==> src/rtl/seq_transport_if.sv <==
//------------------------------------------------------------------------------
// Module   : seq_transport_if
// Brief    : Command/status bundle between a controller and seq_transport.
// Revision : 1.0 - initial release
//------------------------------------------------------------------------------
`default_nettype none

interface seq_transport_if #(
  parameter int NUM_BEATS = 16
);
  localparam int BW = $clog2(NUM_BEATS);
  localparam int LW = BW + 1;

  logic          play;
  logic          pause;
  logic          stop;
  logic          step_req;
  logic          tempo_wr;
  logic [23:0]   tempo_val;
  logic [LW-1:0] loop_len;
  logic [BW-1:0] beat_count;
  logic          beat_tick;
  logic          running;
  logic [1:0]    state;

  modport master (
    output play, pause, stop, step_req, tempo_wr, tempo_val, loop_len,
    input  beat_count, beat_tick, running, state
  );

  modport slave (
    input  play, pause, stop, step_req, tempo_wr, tempo_val, loop_len,
    output beat_count, beat_tick, running, state
  );
endinterface

`default_nettype wire

==> src/rtl/seq_transport.sv <==
//------------------------------------------------------------------------------
// Module   : seq_transport
// Brief    : Step-sequencer transport: play/pause/stop/step FSM, tempo divider
//            and loop-length aware beat counter.
// Revision : 1.0 - initial release
//------------------------------------------------------------------------------
`default_nettype none

module seq_transport #(
  parameter int CLK_FREQ      = 12_000_000,
  parameter int NUM_BEATS     = 16,
  // Default of CLK_FREQ/4 gives 3_000_000 at 12 MHz: a 4 s pattern of 16 steps
  parameter int DEFAULT_TICKS = CLK_FREQ / 4
) (
  input  logic              clk,
  input  logic              rst,
  seq_transport_if.slave    bus
);
  localparam int            BW       = $clog2(NUM_BEATS);
  localparam int            LW       = BW + 1;
  localparam logic [LW-1:0] FULL_LEN = LW'(NUM_BEATS);
  localparam logic [23:0]   DEF_TPS  = 24'(DEFAULT_TICKS);

  typedef enum logic [1:0] {
    ST_STOPPED = 2'd0,
    ST_PLAYING = 2'd1,
    ST_PAUSED  = 2'd2,
    ST_ILLEGAL = 2'd3
  } state_t;

  state_t        state_q,      state_d;
  logic [BW-1:0] beat_count_q, beat_count_d;
  logic          beat_tick_q,  beat_tick_d;
  logic          running_q,    running_d;
  logic [23:0]   tick_cnt_q,   tick_cnt_d;
  logic [23:0]   tps_q,        tps_d;

  logic [LW-1:0] eff_len;
  logic [BW-1:0] beat_next;
  logic          step_due;

  always_comb begin
    eff_len   = (bus.loop_len == '0 || bus.loop_len > FULL_LEN) ? FULL_LEN : bus.loop_len;
    // A loop shortened below the current position wraps on the next advance
    beat_next = ({1'b0, beat_count_q} >= (eff_len - 1'b1)) ? '0 : beat_count_q + 1'b1;
    step_due  = (tick_cnt_q >= (tps_q - 24'd1));
  end

  always_comb begin
    state_d      = state_q;
    beat_count_d = beat_count_q;
    beat_tick_d  = 1'b0;
    tick_cnt_d   = tick_cnt_q;
    tps_d        = tps_q;

    // The advance decision below always sees the old tempo
    if (bus.tempo_wr)
      tps_d = (bus.tempo_val == 24'd0) ? 24'd1 : bus.tempo_val;

    if (bus.stop) begin
      state_d      = ST_STOPPED;
      beat_count_d = '0;
      tick_cnt_d   = '0;
    end else begin
      case (state_q)
        ST_STOPPED, ST_PAUSED: begin
          if (bus.play) begin
            state_d = ST_PLAYING;
          end else if (bus.step_req) begin
            beat_count_d = beat_next;
            beat_tick_d  = 1'b1;
            tick_cnt_d   = '0;
          end
        end
        ST_PLAYING: begin
          if (!bus.play && bus.pause) begin
            state_d = ST_PAUSED;
          end else if (step_due) begin
            beat_count_d = beat_next;
            beat_tick_d  = 1'b1;
            tick_cnt_d   = '0;
          end else begin
            tick_cnt_d = tick_cnt_q + 24'd1;
          end
        end
        default: state_d = ST_STOPPED;
      endcase
    end

    running_d = (state_d == ST_PLAYING);
  end

  always_ff @(posedge clk or posedge rst) begin
    if (rst) begin
      state_q      <= ST_STOPPED;
      beat_count_q <= '0;
      beat_tick_q  <= 1'b0;
      running_q    <= 1'b0;
      tick_cnt_q   <= '0;
      tps_q        <= DEF_TPS;
    end else begin
      state_q      <= state_d;
      beat_count_q <= beat_count_d;
      beat_tick_q  <= beat_tick_d;
      running_q    <= running_d;
      tick_cnt_q   <= tick_cnt_d;
      tps_q        <= tps_d;
    end
  end

  assign bus.beat_count = beat_count_q;
  assign bus.beat_tick  = beat_tick_q;
  assign bus.running    = running_q;
  assign bus.state      = state_q;

endmodule

`default_nettype wire

==> src/flat_wrapper.sv <==
// flat-port wrapper written by rule: the top's interface ports become plain ports
module seq_transport_flat 
#(
  parameter int CLK_FREQ      = 12_000_000,
  parameter int NUM_BEATS     = 16,
                                                                               
  parameter int DEFAULT_TICKS = CLK_FREQ / 4
)
  (clk, rst, bus_play, bus_pause, bus_stop, bus_step_req, bus_tempo_wr, bus_tempo_val, bus_loop_len, bus_beat_count, bus_beat_tick, bus_running, bus_state);
  seq_transport_if #(.NUM_BEATS(NUM_BEATS)) bus_i ();
  input  logic clk;
  input  logic rst;
  input wire logic [$bits(bus_i.play)-1:0] bus_play;
  input wire logic [$bits(bus_i.pause)-1:0] bus_pause;
  input wire logic [$bits(bus_i.stop)-1:0] bus_stop;
  input wire logic [$bits(bus_i.step_req)-1:0] bus_step_req;
  input wire logic [$bits(bus_i.tempo_wr)-1:0] bus_tempo_wr;
  input wire logic [$bits(bus_i.tempo_val)-1:0] bus_tempo_val;
  input wire logic [$bits(bus_i.loop_len)-1:0] bus_loop_len;
  output wire logic [$bits(bus_i.beat_count)-1:0] bus_beat_count;
  output wire logic [$bits(bus_i.beat_tick)-1:0] bus_beat_tick;
  output wire logic [$bits(bus_i.running)-1:0] bus_running;
  output wire logic [$bits(bus_i.state)-1:0] bus_state;
  assign bus_i.play = bus_play;
  assign bus_i.pause = bus_pause;
  assign bus_i.stop = bus_stop;
  assign bus_i.step_req = bus_step_req;
  assign bus_i.tempo_wr = bus_tempo_wr;
  assign bus_i.tempo_val = bus_tempo_val;
  assign bus_i.loop_len = bus_loop_len;
  assign bus_beat_count = bus_i.beat_count;
  assign bus_beat_tick = bus_i.beat_tick;
  assign bus_running = bus_i.running;
  assign bus_state = bus_i.state;
  seq_transport #(.CLK_FREQ(CLK_FREQ), .NUM_BEATS(NUM_BEATS), .DEFAULT_TICKS(DEFAULT_TICKS)) u_core (.clk(clk), .rst(rst), .bus(bus_i));
endmodule
==> config.mk <==
export PLATFORM = sky130hd
export DESIGN_NAME = seq_transport_flat
export DESIGN_NICKNAME = d
export VERILOG_FILES = /design/src/rtl/seq_transport_if.sv /design/src/rtl/seq_transport.sv /design/src/flat_wrapper.sv
export SDC_FILE = /design/constraint.sdc
export NUM_CORES = 1
export LEC_CHECK = 0
export ABC_AREA = 1
export CAP_MARGIN = 20
export CORE_AREA = 4 4 97 108
export CTS_BUF_LIST = sky130_fd_sc_hd__clkbuf_8
export CTS_CLUSTER_SIZE = 8
export DETAILED_ROUTE_END_ITERATION = 12
export DIE_AREA = 0 0 101 112
export GPL_TIMING_DRIVEN = 0
export SKIP_CTS_REPAIR_TIMING = 1
export SLEW_MARGIN = 20
export SYNTH_ARGS = -nofsm -noshare
export SYNTH_HDL_FRONTEND = slang
export SYNTH_SLANG_ARGS = --single-unit
==> constraint.sdc <==
create_clock -name clk -period 7.19 [get_ports clk]
set_input_delay 1.7975 -clock clk [delete_from_list [all_inputs] [get_ports clk]]
set_output_delay 1.7975 -clock clk [all_outputs]
set_load 0.05 [all_outputs]
==> results of run 1 <==
[cell type report]
type                            instances  area (um2)
Buffer                                  9        57.6
Clock buffer                            5        68.8
Clock inverter                          3        23.8
Fill cell                             912        4490
Inverter                               84         320
Multi-Input combinational cell        410        2340
Sequential cell                        56        1410
Tap cell                              117         146
Timing Repair Buffer                   43         440
[synthesized netlist by cell type (all sizes together)]
cell	count	area, um2
nor2b	1	6.26
nor3b	1	12.5
nand3	32	183
o21bai	1	7.51
inv	84	318
nor3	14	124
or4	1	7.51
nand4	13	81.3
nor2	75	304
clkbuf	3	11.3
mux2	2	22.5
dfrtp	46	1150
a21o	1	7.51
xor2	30	263
ha	33	413
nor4	9	56.3
a21oi	13	68.8
buf	6	46.3
xnor2	5	43.8
nand2	147	577
or2	1	6.26
a31oi	1	6.26
dfstp	10	263
o21ai	27	135
o22ai	3	18.8
[logic make-up (layout without fill, tap and decap cells)]
| logic type | after synthesis | count (layout) | synth area share |
|---|---|---|---|
| and+or+nand+nor | 294 | 294 | 0.328 |
| muxes | 2 | 2 | 0.00545 |
| AOI/OAI and AO/OA | 46 | 46 | 0.0590 |
| xor gates and xnor gates | 35 | 35 | 0.0742 |
| DFF | 56 | 56 | 0.342 |
| buffers and inverters | 93 | 144 | 0.0908 |
| adders and majority gates | 33 | 33 | 0.0999 |
[critical path: stages]
cell and delay [ns]:
sky130_fd_sc_hd__clkdlybuf4s50_1 0.42, sky130_fd_sc_hd__or4_1 0.53, sky130_fd_sc_hd__ha_1 0.28, sky130_fd_sc_hd__inv_1 0.08, sky130_fd_sc_hd__nand2_1 0.10, sky130_fd_sc_hd__ha_1 0.30
sky130_fd_sc_hd__ha_1 0.28, sky130_fd_sc_hd__nand2_1 0.07, sky130_fd_sc_hd__nand2_1 0.04, sky130_fd_sc_hd__nand2_1 0.05, sky130_fd_sc_hd__nand2_1 0.05, sky130_fd_sc_hd__nand2_1 0.05
sky130_fd_sc_hd__nand2_1 0.04, sky130_fd_sc_hd__nand2_1 0.05, sky130_fd_sc_hd__nand2_1 0.10, sky130_fd_sc_hd__nor2_1 0.10, sky130_fd_sc_hd__nand3_1 0.08, sky130_fd_sc_hd__nand2_1 0.07
[power by group through the flow]
| stage | combinational, mW | clock, mW | sequential [mW] |
|---|---|---|---|
| after floorplan | 0.107 | 0 | 0.375 |
| after global placement | 0.182 | 0 | 0.359 |
| after detailed placement | 0.187 | 0 | 0.360 |
| after CTS | 0.188 | 0.190 | 0.354 |
| after global routing | 0.210 | 0.202 | 0.358 |
| final | 0.184 | 0.184 | 0.354 |
[metrics by stage]
step                      cells   util
after CTS                   727  0.517
after global routing        727  0.517
after detailed placement    719  0.507
after floorplan             559      -
after global placement      718  0.505
final                       727  0.517
[state kept, by name (all words and copies together) (netlist names)]
register               flops
u_core.bus.beat_tick       1
u_core.bus.running         1
u_core.bus.beat_count      4
u_core.tps_q              24
u_core.bus.state           2
u_core.tick_cnt_q         24
[final timing paths]
kind	startpoint	to	slack (ns)	cells after the start
hold reg to reg	u_core.tps_q[16]	u_core.tps_q[16]	0.54	2
setup / recovery	bus_loop_len[1]	u_core.bus.beat_count[2]	2.97	18
setup reg to reg	u_core.tps_q[0]	u_core.tick_cnt_q[10]	3.73	20
min in group asynchronous	rst	u_core.tps_q[4]	1.78	2
hold / removal	u_core.tps_q[16]	u_core.tps_q[16]	0.54	2
max in group asynchronous	rst	u_core.tick_cnt_q[10]	4.94	3
[routing by layer]
layer	global-route usage	up-vias	wire [um]	share of wire
met5	0	-	0	0
met4	0.0479	0	126	0.014
met3	0.0226	11	340	0.037
met2	0.307	72	4520	0.50
met1	0.207	1593	4120	0.45
li1	-	1886	-	-
[cell usage in the layout (no fill, tap or decap), types with 10 or more instances in the layout]
cell,instances
sky130_fd_sc_hd__xor2_1,30
sky130_fd_sc_hd__nand3_1,29
sky130_fd_sc_hd__dfstp_2,10
sky130_fd_sc_hd__inv_1,81
sky130_fd_sc_hd__nand2_1,139
sky130_fd_sc_hd__dfrtp_1,46
sky130_fd_sc_hd__o21ai_0,24
sky130_fd_sc_hd__a21oi_1,12
sky130_fd_sc_hd__nor2_1,68
sky130_fd_sc_hd__clkdlybuf4s50_1,42
sky130_fd_sc_hd__ha_1,33
sky130_fd_sc_hd__nand4_1,13
==> impl_metrics.env, run 1 <==
export IMPL_run_status="finished, final reports clean"
export IMPL_gp_congestion=0.885
export IMPL_nets=678
export IMPL_antenna_left=0
export IMPL_fin_skew_ns=0.0182
export IMPL_drcViolationCount=0
export IMPL_totalNegativeSetupSlack_ns=0
export IMPL_first_global_vias=3480
export IMPL_timing_critical_path_fanout_max=4
export IMPL_synth_nets=628
export IMPL_holdWs_ns=0.536
export IMPL_rows=37
export IMPL_grt_pass1_wl_um=15700
export IMPL_switching_share=0.337
export IMPL_design_portCount=44
export IMPL_final_min_period_over_clock_period=0.587
export IMPL_gr_total_overflow=0
export IMPL_synthesis_instances=559
export IMPL_rsz0062_at_grt="no"
export IMPL_yosysSeqAreaShare=0.342
export IMPL_cts_made_buffers=5
export IMPL_post_dp_cell_area_mm2=0.00472
export IMPL_dp_final_hpwl_um=7320
export IMPL_floorplan_core_area_mm2=0.00931
export IMPL_ys_ff_latch=56
export IMPL_power_leakage_nw=2.30
export IMPL_worst_slew_pin_slew_ns=0.594
export IMPL_initial_standard_cell_utilization_of_the_core=0.444
export IMPL_tritoncts="built"
export IMPL_dieHeight_um=112
export IMPL_drt_initial_drc_count=82
export IMPL_max_cap_violations=0
export IMPL_combinationalPowerShare=0.255
export IMPL_ir_drop_mv=0.0983
export IMPL_detailedRoute_firstPassIterationCount=5
export IMPL_achievable_frequency_mhz=237
export IMPL_critPathKind="primary input to flop"
export IMPL_power_density_mw_per_mm2=150
export IMPL_postLayoutCellArea_mm2=0.00481
export IMPL_finalWorstPathRequiredPeriod_ns=4.22
export IMPL_detail_route_wirelength_um=9100
export IMPL_area_growth_synth_to_final_pct=16.5
export IMPL_power_report_internal_total_uw=479
export IMPL_report_power_total_uw=722
export IMPL_cts_root_buf="sky130_fd_sc_hd__clkbuf_8"
export IMPL_critPathLaunchType="primary input"
export IMPL_syn_avg_cell_area_um2=7.39
export IMPL_max_slew_margin=0.600
export IMPL_antenna_cells_inserted=0
export IMPL_avgViaCountPerCell=4.90
export IMPL_floorplan_die_area_mm2=0.0113
export IMPL_synth_lib_cells_used_distinct=39
export IMPL_clock_sink_count=56
export IMPL_worst_setup_path_end_kind="flop"
export IMPL_grt_resource_usage_total=0.170
export IMPL_ctsLongestPathBuffers=2
export IMPL_clk_latency_ns=0.32
export IMPL_sw_power_uw=243
export IMPL_synth_warning_count=0
export IMPL_clk_pin_slew_ns=0.11
export IMPL_setup_viol=0
export IMPL_setup_ws_ns=2.97
export IMPL_mappedNetlistArea_mm2=0.00413
export IMPL_sequential_fraction_of_design_power=0.490
export IMPL_number_of_antenna_violations_at_the_first_check_in_global_routing=0
export IMPL_pre_cts_slack_ns=2.61
export IMPL_die_x_extent_um=101
export IMPL_routed_wire_length_per_instance_um=12.5
export IMPL_timing_final_max_slew_violations=0
export IMPL_worst_hold_path_type="flop to flop"
export IMPL_clock_power_share=0.255
export IMPL_port_buffer_count=42
export IMPL_drive_gt1_frac=0.0902
export IMPL_h_tree_depth=2
export IMPL_timing_critical_path_required_ns=7.45
export IMPL_largest_net_degree_at_the_start_of_global_routing=36
export IMPL_vias=3562
export IMPL_finalHoldViolations=0
export IMPL_critPathArrivalTime_ns=4.49
Power figures use the tool's default switching activity.
==> inputs of run 2 (changes only) <==
--- a/config.mk
+++ b/config.mk
@@ -13,6 +13,7 @@
 export DETAILED_ROUTE_END_ITERATION = 12
 export DIE_AREA = 0 0 101 112
 export GPL_TIMING_DRIVEN = 0
+export PLACE_DENSITY = 0.67
 export SKIP_CTS_REPAIR_TIMING = 1
 export SLEW_MARGIN = 20
 export SYNTH_ARGS = -nofsm -noshare
==> constraint.sdc (replaced) <==
create_clock -name clk -period 3.5 [get_ports clk]
set_input_delay 0.875 -clock clk [delete_from_list [all_inputs] [get_ports clk]]
set_output_delay 0.875 -clock clk [all_outputs]
set_load 0.05 [all_outputs]
==> run 2 against run 1 <==
  * Non-clock buffer count is 1 lower
  * Count of clock-buffer cells in the layout stayed put
  * Worst setup slack worse by 2.7 ns
  * Die area stayed put
  * Cell area is 1.0% higher
  * Core utilization is 0.52 points higher
  * Hold slack worse by 0.011 ns
  * Critical endpoint unchanged
==> impl_metrics.env, run 2 (same netlist as run 1, synthesis figures left out) <==
export IMPL_run_status="finished, final reports clean"
export IMPL_routed_wire_length_per_instance_um=12.4
export IMPL_h_tree_depth=2
export IMPL_timing_critical_path_fanout_max=4
export IMPL_finalHoldViolations=0
export IMPL_ir_drop_mv=0.267
export IMPL_holdWs_ns=0.525
export IMPL_die_x_extent_um=101
export IMPL_worstHoldPathCells=2
export IMPL_final_min_period_over_clock_period=0.936
export IMPL_worst_slew_pin_slew_ns=0.679
export IMPL_timing_critical_path_from="bus_loop_len[0]"
export IMPL_largest_net_degree_at_the_start_of_global_routing=57
export IMPL_floorplan_core_area_mm2=0.00931
export IMPL_number_of_antenna_violations_at_the_first_check_in_global_routing=0
export IMPL_final_common_cell="sky130_fd_sc_hd__nand2_1"
export IMPL_timing_final_max_slew_violations=0
export IMPL_antenna_left=0
export IMPL_power_density_mw_per_mm2=317
export IMPL_worst_setup_path_end_kind="flop"
export IMPL_achievable_frequency_mhz=305
export IMPL_cts_made_buffers=5
export IMPL_ff2ff_path_depth=22
export IMPL_area_growth_synth_to_final_pct=17.7
export IMPL_design_portCount=44
export IMPL_max_slew_margin=0.547
export IMPL_setup_viol=0
export IMPL_post_dp_cell_area_mm2=0.00470
export IMPL_cts_root_buf="sky130_fd_sc_hd__clkbuf_8"
export IMPL_dieHeight_um=112
export IMPL_first_global_vias=3535
export IMPL_grt_resource_usage_total=0.162
export IMPL_gp_congestion=0.914
export IMPL_drive_gt1_frac=0.105
export IMPL_drcViolationCount=0
export IMPL_gr_total_overflow=0
export IMPL_tritoncts="built"
export IMPL_grt_pass1_wl_um=15200
export IMPL_clock_sink_count=56
export IMPL_clk_latency_ns=0.31
export IMPL_floorplan_die_area_mm2=0.0113
export IMPL_timing_critical_path_required_ns=3.76
export IMPL_nets=677
export IMPL_fin_skew_ns=0.0118
export IMPL_port_buffer_count=42
export IMPL_ctsLongestPathBuffers=2
export IMPL_layout_cells_most_common_list="sky130_fd_sc_hd__nand2_1, sky130_fd_sc_hd__inv_1, sky130_fd_sc_hd__nor2_1, sky130_fd_sc_hd__dfrtp_1, sky130_fd_sc_hd__clkdlybuf4s50_1"
export IMPL_critPathKind="primary input to flop"
export IMPL_initial_standard_cell_utilization_of_the_core=0.444
export IMPL_postLayoutCellArea_mm2=0.00486
export IMPL_rows=37
export IMPL_detail_route_wirelength_um=8980
export IMPL_worstReg2RegStart="u_core.tps_q[0]"
export IMPL_power_leakage_nw=2.30
export IMPL_antenna_cells_inserted=0
export IMPL_worst_hold_path_type="flop to flop"
export IMPL_detailedRoute_firstPassIterationCount=6
export IMPL_critPathLaunchType="primary input"
export IMPL_avgViaCountPerCell=5.00
export IMPL_clk_pin_slew_ns=0.10
export IMPL_finalWorstPathRequiredPeriod_ns=3.28
export IMPL_dp_final_hpwl_um=7230
export IMPL_critPathArrivalTime_ns=3.54
export IMPL_worstHoldStart="u_core.tps_q[16]"
export IMPL_drt_initial_drc_count=109
export IMPL_vias=3632
export IMPL_max_cap_violations=0
[run 2: cell count changes in the layout (fill, tap and decap cells not counted), sizes merged]
cell	delta
buf	-1
bufinv	+1
clkinvlp	-1
[run 2: final cells by class]
type / count / area (um2)
Buffer: 9 / 57.6
Clock buffer: 5 / 68.8
Clock inverter: 3 / 42.5
Fill cell: 872 / 4440
Inverter: 84 / 323
Multi-Input combinational cell: 410 / 2390
Sequential cell: 56 / 1410
Tap cell: 117 / 146
Timing Repair Buffer: 42 / 420
[run 2: final timing paths]
kind,to,slack [ns]
max in group asynchronous,u_core.tick_cnt_q[8],2.03
worst min-delay path,u_core.tps_q[16],0.53
worst max-delay path,u_core.bus.beat_count[2],0.22
min in group asynchronous,u_core.tick_cnt_q[1],1.02
worst max register to register,u_core.tick_cnt_q[8],0.30
worst min register to register,u_core.tps_q[16],0.53
[run 2: critical path, cell delays in order]
cell and delay [ns]:
sky130_fd_sc_hd__clkdlybuf4s50_1 0.44, sky130_fd_sc_hd__or4_1 0.52, sky130_fd_sc_hd__ha_1 0.30, sky130_fd_sc_hd__inv_2 0.08, sky130_fd_sc_hd__nand2_1 0.08, sky130_fd_sc_hd__ha_1 0.23, sky130_fd_sc_hd__xor2_1 0.17, sky130_fd_sc_hd__ha_1 0.28
sky130_fd_sc_hd__nand2_1 0.06, sky130_fd_sc_hd__nand2_1 0.05, sky130_fd_sc_hd__nand2_1 0.05, sky130_fd_sc_hd__nand2_1 0.04, sky130_fd_sc_hd__nand2_1 0.06, sky130_fd_sc_hd__nand2_2 0.07, sky130_fd_sc_hd__nor2_1 0.10, sky130_fd_sc_hd__nand3_1 0.07
sky130_fd_sc_hd__nand2_1 0.05
[run 2: power by group]
| part | internal, mW | total [mW] | switching [mW] |
|---|---|---|---|
| clock | 0.212 | 0.425 | 0.213 |
| combinational | 0.153 | 0.387 | 0.233 |
| sequential | 0.691 | 0.729 | 0.0375 |
[run 2: layer usage]
metal	up-vias	GRT usage	wire length [um]
met4	0	0.0390	131
met3	14	0.0232	438
met1	1648	0.196	3910
met2	86	0.297	4500
met5	-	0	0
li1	1884	-	-
[run 2: metrics by stage]
stage,util,setup TNS [ns],instances,worst slack (ns),power (mW)
4_1_cts,0.517,0,726,0.0897,1.55
3_3_place_gp,0.505,-0.335,718,-0.0901,1.11
5_1_grt,0.523,-0.00947,726,-0.00947,1.64
2_1_floorplan,-,0,559,0.466,0.990
3_5_place_dp,0.505,-0.659,718,-0.170,1.12
6_report,0.523,0,726,0.223,1.54
